==> src/rtl/ctrl_pkg.sv <==
// Shared constants for the multicycle controller: state codes, ALU codes, cmd codes, mux selects.
package ctrl_pkg;

    localparam logic [3:0] S_FETCH    = 4'd0;
    localparam logic [3:0] S_DECODE   = 4'd1;
    localparam logic [3:0] S_MEMADR   = 4'd2;
    localparam logic [3:0] S_MEMREAD  = 4'd3;
    localparam logic [3:0] S_MEMWB    = 4'd4;
    localparam logic [3:0] S_MEMWRITE = 4'd5;
    localparam logic [3:0] S_EXECUTER = 4'd6;
    localparam logic [3:0] S_EXECUTEI = 4'd7;
    localparam logic [3:0] S_EXECMUL  = 4'd8;
    localparam logic [3:0] S_ALUWB    = 4'd9;
    localparam logic [3:0] S_BRANCH   = 4'd10;
    localparam logic [3:0] S_UNKNOWN  = 4'd11;

    localparam logic [2:0] ALU_ADD = 3'b000;
    localparam logic [2:0] ALU_SUB = 3'b001;
    localparam logic [2:0] ALU_AND = 3'b010;
    localparam logic [2:0] ALU_ORR = 3'b011;
    localparam logic [2:0] ALU_MUL = 3'b100;
    localparam logic [2:0] ALU_MOV = 3'b101;

    localparam logic [3:0] CMD_AND = 4'b0000;
    localparam logic [3:0] CMD_SUB = 4'b0010;
    localparam logic [3:0] CMD_ADD = 4'b0100;
    localparam logic [3:0] CMD_ORR = 4'b1100;
    localparam logic [3:0] CMD_MOV = 4'b1101;

    localparam logic [1:0] OP_DP  = 2'b00;
    localparam logic [1:0] OP_MEM = 2'b01;
    localparam logic [1:0] OP_BR  = 2'b10;

    localparam logic [1:0] SRCA_REG   = 2'b00;
    localparam logic [1:0] SRCA_PC    = 2'b01;
    localparam logic [1:0] SRCB_REG   = 2'b00;
    localparam logic [1:0] SRCB_IMM   = 2'b01;
    localparam logic [1:0] SRCB_FOUR  = 2'b10;
    localparam logic [1:0] RES_ALUOUT = 2'b00;
    localparam logic [1:0] RES_DATA   = 2'b01;
    localparam logic [1:0] RES_ALU    = 2'b10;

endpackage

==> src/rtl/alu_decoder.sv <==
// ALUControl / FlagW decode from Funct, active only in the execute states.
// Multiply code 100 exists only when MC_CONTROLLER_MUL_EN is defined.
module alu_decoder
    import ctrl_pkg::*;
(
    input  logic       exec_i,
    input  logic       mul_i,
    input  logic [5:0] funct_i,
    output logic [2:0] alu_ctrl_o,
    output logic [1:0] flag_w_o
);

    logic [3:0] cmd;
    logic       s_bit;
    assign cmd   = funct_i[4:1];
    assign s_bit = funct_i[0];

    always_comb begin
        alu_ctrl_o = ALU_ADD;
        flag_w_o   = 2'b00;
        if (exec_i) begin
            case (cmd)
                CMD_ADD: alu_ctrl_o = ALU_ADD;
                CMD_SUB: alu_ctrl_o = ALU_SUB;
                CMD_AND: alu_ctrl_o = ALU_AND;
                CMD_ORR: alu_ctrl_o = ALU_ORR;
                CMD_MOV: alu_ctrl_o = ALU_MOV;
                default: alu_ctrl_o = ALU_ADD;
            endcase
            flag_w_o[1] = s_bit;
            flag_w_o[0] = s_bit && (cmd == CMD_ADD || cmd == CMD_SUB);
`ifdef MC_CONTROLLER_MUL_EN
            if (mul_i) begin
                alu_ctrl_o  = ALU_MUL;
                flag_w_o[0] = 1'b0;
            end
`endif
        end
    end

`ifndef MC_CONTROLLER_MUL_EN
    logic unused_mul;
    assign unused_mul = mul_i;
`endif

endmodule

==> src/rtl/mc_controller.sv <==
// Moore FSM for the multicycle datapath; strobes/selects decode from state only.
// Optional multiply path enabled by MC_CONTROLLER_MUL_EN.
module mc_controller
    import ctrl_pkg::*;
(
    input  logic       clk,
    input  logic       reset,
    input  logic [1:0] Op,
    input  logic [5:0] Funct,
    input  logic       Mul,
    output logic       IRWrite,
    output logic       NextPC,
    output logic       RegW,
    output logic       MemW,
    output logic       Branch,
    output logic       AdrSrc,
    output logic [1:0] ALUSrcA,
    output logic [1:0] ALUSrcB,
    output logic [1:0] ResultSrc,
    output logic [2:0] ALUControl,
    output logic [1:0] FlagW,
    output logic       Illegal
);

    logic [3:0] state_q, state_d;

    always_ff @(posedge clk or posedge reset) begin
        if (reset) state_q <= S_FETCH;
        else       state_q <= state_d;
    end

    always_comb begin
        state_d = S_FETCH;
        case (state_q)
            S_FETCH:  state_d = S_DECODE;
            S_DECODE: begin
                case (Op)
                    OP_MEM:  state_d = S_MEMADR;
                    OP_BR:   state_d = S_BRANCH;
                    OP_DP: begin
                        if (Funct[5]) state_d = S_EXECUTEI;
`ifdef MC_CONTROLLER_MUL_EN
                        else if (Mul) state_d = S_EXECMUL;
`endif
                        else          state_d = S_EXECUTER;
                    end
                    default: state_d = S_UNKNOWN;
                endcase
            end
            S_MEMADR:   state_d = Funct[0] ? S_MEMREAD : S_MEMWRITE;
            S_MEMREAD:  state_d = S_MEMWB;
            S_EXECUTER, S_EXECUTEI, S_EXECMUL: state_d = S_ALUWB;
            default:    state_d = S_FETCH;
        endcase
    end

`ifndef MC_CONTROLLER_MUL_EN
    logic unused_mul_in;
    assign unused_mul_in = Mul;
`endif

    always_comb begin
        IRWrite   = 1'b0;
        NextPC    = 1'b0;
        RegW      = 1'b0;
        MemW      = 1'b0;
        Branch    = 1'b0;
        AdrSrc    = 1'b0;
        ALUSrcA   = SRCA_REG;
        ALUSrcB   = SRCB_REG;
        ResultSrc = RES_ALUOUT;
        Illegal   = 1'b0;
        case (state_q)
            S_FETCH: begin
                IRWrite   = 1'b1;
                NextPC    = 1'b1;
                ALUSrcA   = SRCA_PC;
                ALUSrcB   = SRCB_FOUR;
                ResultSrc = RES_ALU;
            end
            S_DECODE: begin
                ALUSrcA   = SRCA_PC;
                ALUSrcB   = SRCB_FOUR;
                ResultSrc = RES_ALU;
            end
            S_MEMADR:   ALUSrcB = SRCB_IMM;
            S_MEMREAD:  AdrSrc  = 1'b1;
            S_MEMWRITE: begin
                AdrSrc = 1'b1;
                MemW   = 1'b1;
            end
            S_MEMWB: begin
                RegW      = 1'b1;
                ResultSrc = RES_DATA;
            end
            S_EXECUTEI: ALUSrcB = SRCB_IMM;
            S_ALUWB:    RegW    = 1'b1;
            S_BRANCH: begin
                Branch    = 1'b1;
                ALUSrcB   = SRCB_IMM;
                ResultSrc = RES_ALU;
            end
            S_UNKNOWN:  Illegal = 1'b1;
            default: ;
        endcase
    end

    logic exec_st;
    assign exec_st = (state_q == S_EXECUTER) || (state_q == S_EXECUTEI) || (state_q == S_EXECMUL);

    alu_decoder u_alu_dec (
        .exec_i     (exec_st),
        .mul_i      (state_q == S_EXECMUL),
        .funct_i    (Funct),
        .alu_ctrl_o (ALUControl),
        .flag_w_o   (FlagW)
    );

endmodule

==> config.mk <==
export PLATFORM = sky130hd
export DESIGN_NAME = mc_controller
export DESIGN_NICKNAME = d
export VERILOG_FILES = /design/src/rtl/ctrl_pkg.sv /design/src/rtl/alu_decoder.sv /design/src/rtl/mc_controller.sv
export SDC_FILE = /design/constraint.sdc
export NUM_CORES = 1
export LEC_CHECK = 0
export CORE_MARGIN = 2
export CORE_UTILIZATION = 36
export CTS_CLUSTER_DIAMETER = 100
export DETAILED_ROUTE_END_ITERATION = 16
export HOLD_SLACK_MARGIN = 0.1
export PLACE_DENSITY = 0.85
export SLEW_MARGIN = 0
export SYNTH_ARGS = -nofsm -noshare
export SYNTH_HDL_FRONTEND = slang
export SYNTH_HIERARCHICAL = 1
export SYNTH_SLANG_ARGS = --single-unit
==> constraint.sdc <==
create_clock -name clk -period 1.7 [get_ports clk]
set_input_delay 0.255 -clock clk [delete_from_list [all_inputs] [get_ports clk]]
set_output_delay 0.255 -clock clk [all_outputs]
set_load 0.005 [all_outputs]
After elaboration in Yosys (flattened, before gate mapping). Index checks and enable logic that the tools add are counted.

Eq/ne operators: 17. Muxes and demuxes: 16. Reductions and logical operators: 13.

Operators by type and width (count): 4-bit equality test, second input constant (6); 4-bit by 3-bit equality test with 1-bit output, second input constant (5); 4-bit case mux with 5 select lines (1); 4-bit by 2-bit equality test with 1-bit output, second input constant (3); 3-bit case mux with 4 select lines (1); 4-bit case mux with 3 select lines (1); 3-bit OR reduction (3); 4-bit logical NOT (2); 1-bit two-way mux (8); 2-bit case mux with 2 select lines (2); 3-bit two-way mux (2); 2-bit OR reduction (3); 4-bit by 1-bit equality test with 1-bit output, second input constant (1); 1-bit logical OR (3); 2-bit by 1-bit equality test with 1-bit output, second input constant (1); 2-bit equality test, second input constant (1); 2-bit logical NOT (1); 2-bit two-way mux (1); 1-bit logical AND (1).

Bits in registers: 4. Bits of input ports: 11. Output and inout bits: 18. Logic and storage cells: 47.

Depth between registers and ports, before layout.
Word-level depth: 4. Depth in mapped cells: 5.

By module. Netlist, hierarchy kept.

Modules (own cells, without submodules): mc_controller (instances 1, cells each 52, area an instance 402.9 µm², seq. area each 100.1 µm²); alu_decoder (instances 1, cells each 11, area an instance 77.6 µm², seq. area each 0.0 µm²).

Least setup slack after synthesis. No wires, ideal clock.

Path type: reg2out. From: register state_q[2]. To: output port FlagW[0]. Arrival: 1.257 ns. Required time: 1.445 ns. Slack: 0.188 ns. Stages on the path, launching flop included: 6. Buffers on the path: 0. Path through: dfrtp_1 > nor2b_1 > nor3b_1 > nand2b_1 > and2_1 > nor4b_1.

Cells in the longest elaborated chain, start to end: 4. Elaborated cells between the ends (all ways): 6.

RTL lines: from (decl) (RTL line mc_controller.sv:25) `logic [3:0] state_q, state_d;`; from (signal assigned) (RTL line mc_controller.sv:29) `else state_q <= state_d;`; 4-bit by 3-bit equality test with 1-bit output (RTL line mc_controller.sv:109) `assign exec_st = (state_q == S_EXECUTER) || (state_q == S_EXECUTEI) || (state_q == S_EXECMUL);`; 1-bit logical OR (RTL line mc_controller.sv:109); 1-bit logical OR (*) (RTL line mc_controller.sv:109); named net exec_st (RTL line mc_controller.sv:108) `logic exec_st;`; 2-bit two-way mux (*) (RTL line alu_decoder.sv:21) `if (exec_i) begin`; to (decl) (RTL line mc_controller.sv:21) `output logic [1:0] FlagW,`.

The timed path passes the listed nets; every way through them passes the cells marked *.

Worst setup path after layout. Same ends and word-level chain as after synthesis.

==> summary.txt <==
Clock network
  – CTS sink cnt: 4
  – Hold buffer count at cts: 0
  – CTS root buf: clkbuf_4
  – Skew-Pair Late Insertion Delay: 0.24 ns
  – Max Buffers Root-to-Sink: 2
  – CTS tree: built
  – Worst-path clk slew: 0.04 ns
  – TritonCTS Buffers: 3
  – Htree depth: 1

Critical path
  – CP max stage delay: 0.41 ns
  – R2r worst-path depth: 7
  – Crit path required time: 1.44 ns
  – Worst Setup End Kind: output pin
  – FF-to-FF Start: state_q[3]$_DFF_PP0_
  – R2R Path End: state_q[3]$_DFF_PP0_
  – R2R setup slack: 0.26 ns
  – Critical Path Source Type: flop
  – CP bufs+invs: 1
  – CP delay by family, top: simple AND/OR/NAND/NOR gates
  – Critical path class: reg2out
  – Crit path max-delay cell type: dfrtp_1
  – Critical Path Fanout Max: 2
  – Worst path cell trace: nor2b_4 -> nor3b_2 -> nand2b_4 -> and2_4 -> nor4b_4 -> buf_2
  – CP arrival: 1.55 ns

Synthesis
  – Seq/Total Area, Yosys: 20.8%
  – Post-synthesis cell count: 63
  – Syn nets: 74
  – Cell Area, Synth: 480 sq um
  – Share of flip-flops with an asynchronous set or reset: 100%
  – Mean post-synth cell area: 7.63 sq um
  – Synth cell types: 30
  – EDFF count, synth: 0
  – Main synth FF type: dfrtp_1
  – Syn. warnings: 6
  – Seq cells post-synth: 4

Floorplan
  – I/O pins: 29
  – Die height: 40.5 um
  – Die W: 40.5 um
  – Starting Density: 37.9%
  – Die area: 1640 sq um
  – Site row count: 13
  – Core area: 1270 sq um

Route
  – DRC: 0
  – Vias/cell: 5.25
  – Initial drt markers: 11
  – WL/cell: 15.7 um
  – Post-route ant nets: 0
  – Pre-Repair DR Iteration Count: 7
  – Routed wire length: 2050 um
  – Via count of the routed design: 688

Global routing
  – First-pass GRT wire length: 2470 um
  – Busiest grt layer: met2
  – Grt ovf: 0
  – GR Layer Usage met3: 3.33%
  – Met1 Use GR: 21.9%
  – Vias in the first global route: 591
  – Largest net degree at the start of global routing: 12
  – Initial antenna violation count: 0
  – Met2 Use GR: 45.6%
  – Global Route Usage Sum: 24.0%

Pwr
  – Max IR drop VDD: 1230 uV
  – Power per cell area: 1690 nW/um^2
  – LEAKAGE: 0.521 nW

Placed design
  – Placed wire-length estimate: 1020 um
  – Port Buffers: 26
  – Gp weighted congestion: 0.753
  – Placed Area: 821 sq um
  – Placed cell count: 112

Finish
  – Max FFs per register: 4
  – Largest reg by FF count: state_q
  – Layout cell share with drive strength beyond 1: 57.8%
  – Area Growth Syn to Fin: 118%
  – Final net count: 129
  – Design area: 1050 sq um
  – Layout Cells excl Fill: 131
  – Largest registers: state_q: 4 flops
  – Antenna cells: 0

Timing
  – Final hold violation count: 0
  – Worst Setup Slack, final: -0.101 ns
  – Max frequency: 555 MHz
  – Max Slew Vio Count: 0
  – Fin crit share: 106%
  – Clock skew: 0.00103 ns
  – Unrepaired setup endpoints after global routing: true
  – Setup violations, final: 8
  – Post-route minimum period: 1.80 ns

Outcome
  – Status: finished with violations
  – Failing checks: setup timing

Run
  – Max Cap Violations: 0

Worst hold path
  – Worst hold path class: in2async
[kinds of logic after synthesis]
kind of cell / share of synthesized area, %
mux: 4.17
compound gates: 10.2
other cells: 0.781
simple gates: 45.6
xor+xnor: 5.47
buf+inv: 13.0
flops: 20.8
[cell type report]
class                           instances  area [sq um]
Clock buffer                            3          22.5
Tap cell                               15          18.8
Multi-Input combinational cell         49           420
Inverter                                3          11.3
Timing Repair Buffer                   57           474
Sequential cell                         4           100
Fill cell                              81           221
[Yosys cell counts (2+ instances only)]
master    n  share of area (%)
nand2b_1  8                 10
buf_4     4                6.3
dfrtp_1   4                 21
nor2_1    4                3.1
inv_1     3                2.3
nand2_1   3                2.3
nand3b_1  3                4.7
nor2b_1   3                3.9
nor3_1    3                3.1
and2_1    2                2.6
and3_1    2                2.6
buf_2     2                2.1
mux2i_1   2                4.2
nand3_1   2                2.1
nor3b_1   2                3.1
xnor2_1   2                3.6
[worst register-to-register path: cells and delay by family, from the launching register on]
| family | cells | cell delay, ns |
|---|---|---|
| compound gates | 1 | 0.22 |
| buf+inv | 4 | 0.50 |
| flops | 1 | 0.40 |
| mux | 1 | 0.11 |
| simple gates | 1 | 0.12 |
[worst max path at each step]
stage                         startpoint       endpoint  depth (start not counted)
floorplan           state_q[2]$_DFF_PP0_       FlagW[0]                          5
global placement                Funct[4]  ALUControl[0]                          4
detailed placement              Funct[4]  ALUControl[0]                          4
CTS                 state_q[2]$_DFF_PP0_  ALUControl[1]                          8
global route        state_q[2]$_DFF_PP0_       FlagW[0]                          6
finish              state_q[2]$_DFF_PP0_       FlagW[0]                          6
[cells in the final DEF, fill, tap and decap left out, drive strengths merged, types with 2 or more instances in the layout]
| master | n |
|---|---|
| clkbuf | 7 |
| o21ai | 2 |
| and2 | 2 |
| nor2b | 3 |
| nand3b | 3 |
| inv | 3 |
| nor2 | 4 |
| nand3 | 2 |
| xnor2 | 2 |
| dfrtp | 4 |
| nand2b | 8 |
| and3 | 2 |
| nor3b | 2 |
| nand2 | 3 |
| buf | 41 |
| nor3 | 3 |
| mux2i | 2 |
| dlygate4sd2 | 5 |
| clkdlybuf4s50 | 6 |
[stage by stage]
step	hold slack [ns]	setup WS (ns)	util (%)	TNS [ns]	power, W
after global routing	0.207	-0.188	82.5	-1.02	0.00189
after global placement	0.438	-0.403	64.7	-1.54	0.00112
after CTS	0.190	-0.139	74.0	-0.326	0.00144
after detailed placement	0.452	-0.461	64.7	-1.77	0.00114
after floorplan	0.0211	0.188	-	0	0.000688
final	0.194	-0.101	82.5	-0.311	0.00177
[power breakdown]
part	switching, W	internal, W	leakage (nW)
clock network	0.0000476	0.0000795	0.0138
logic	0.000605	0.000849	0.457
registers	0.0000524	0.000140	0.0504
[repair_timing]
action / CTS / global route
gates cloned: 0 / 0
setup buffers: 9 / 10
pin swaps: 4 / 3
hold endpoints to repair: 0 / 0
endpoints found under the setup margin: 17 / 14
gates resized for setup: 64 / 29
[per-layer routing]
layer	part of all wire (%)	wire, um
met1	32	662
met2	57	1170
met3	7.0	143
met4	3.7	76
met5	0	0
Note: power is estimated with default switching activity, not from simulation.
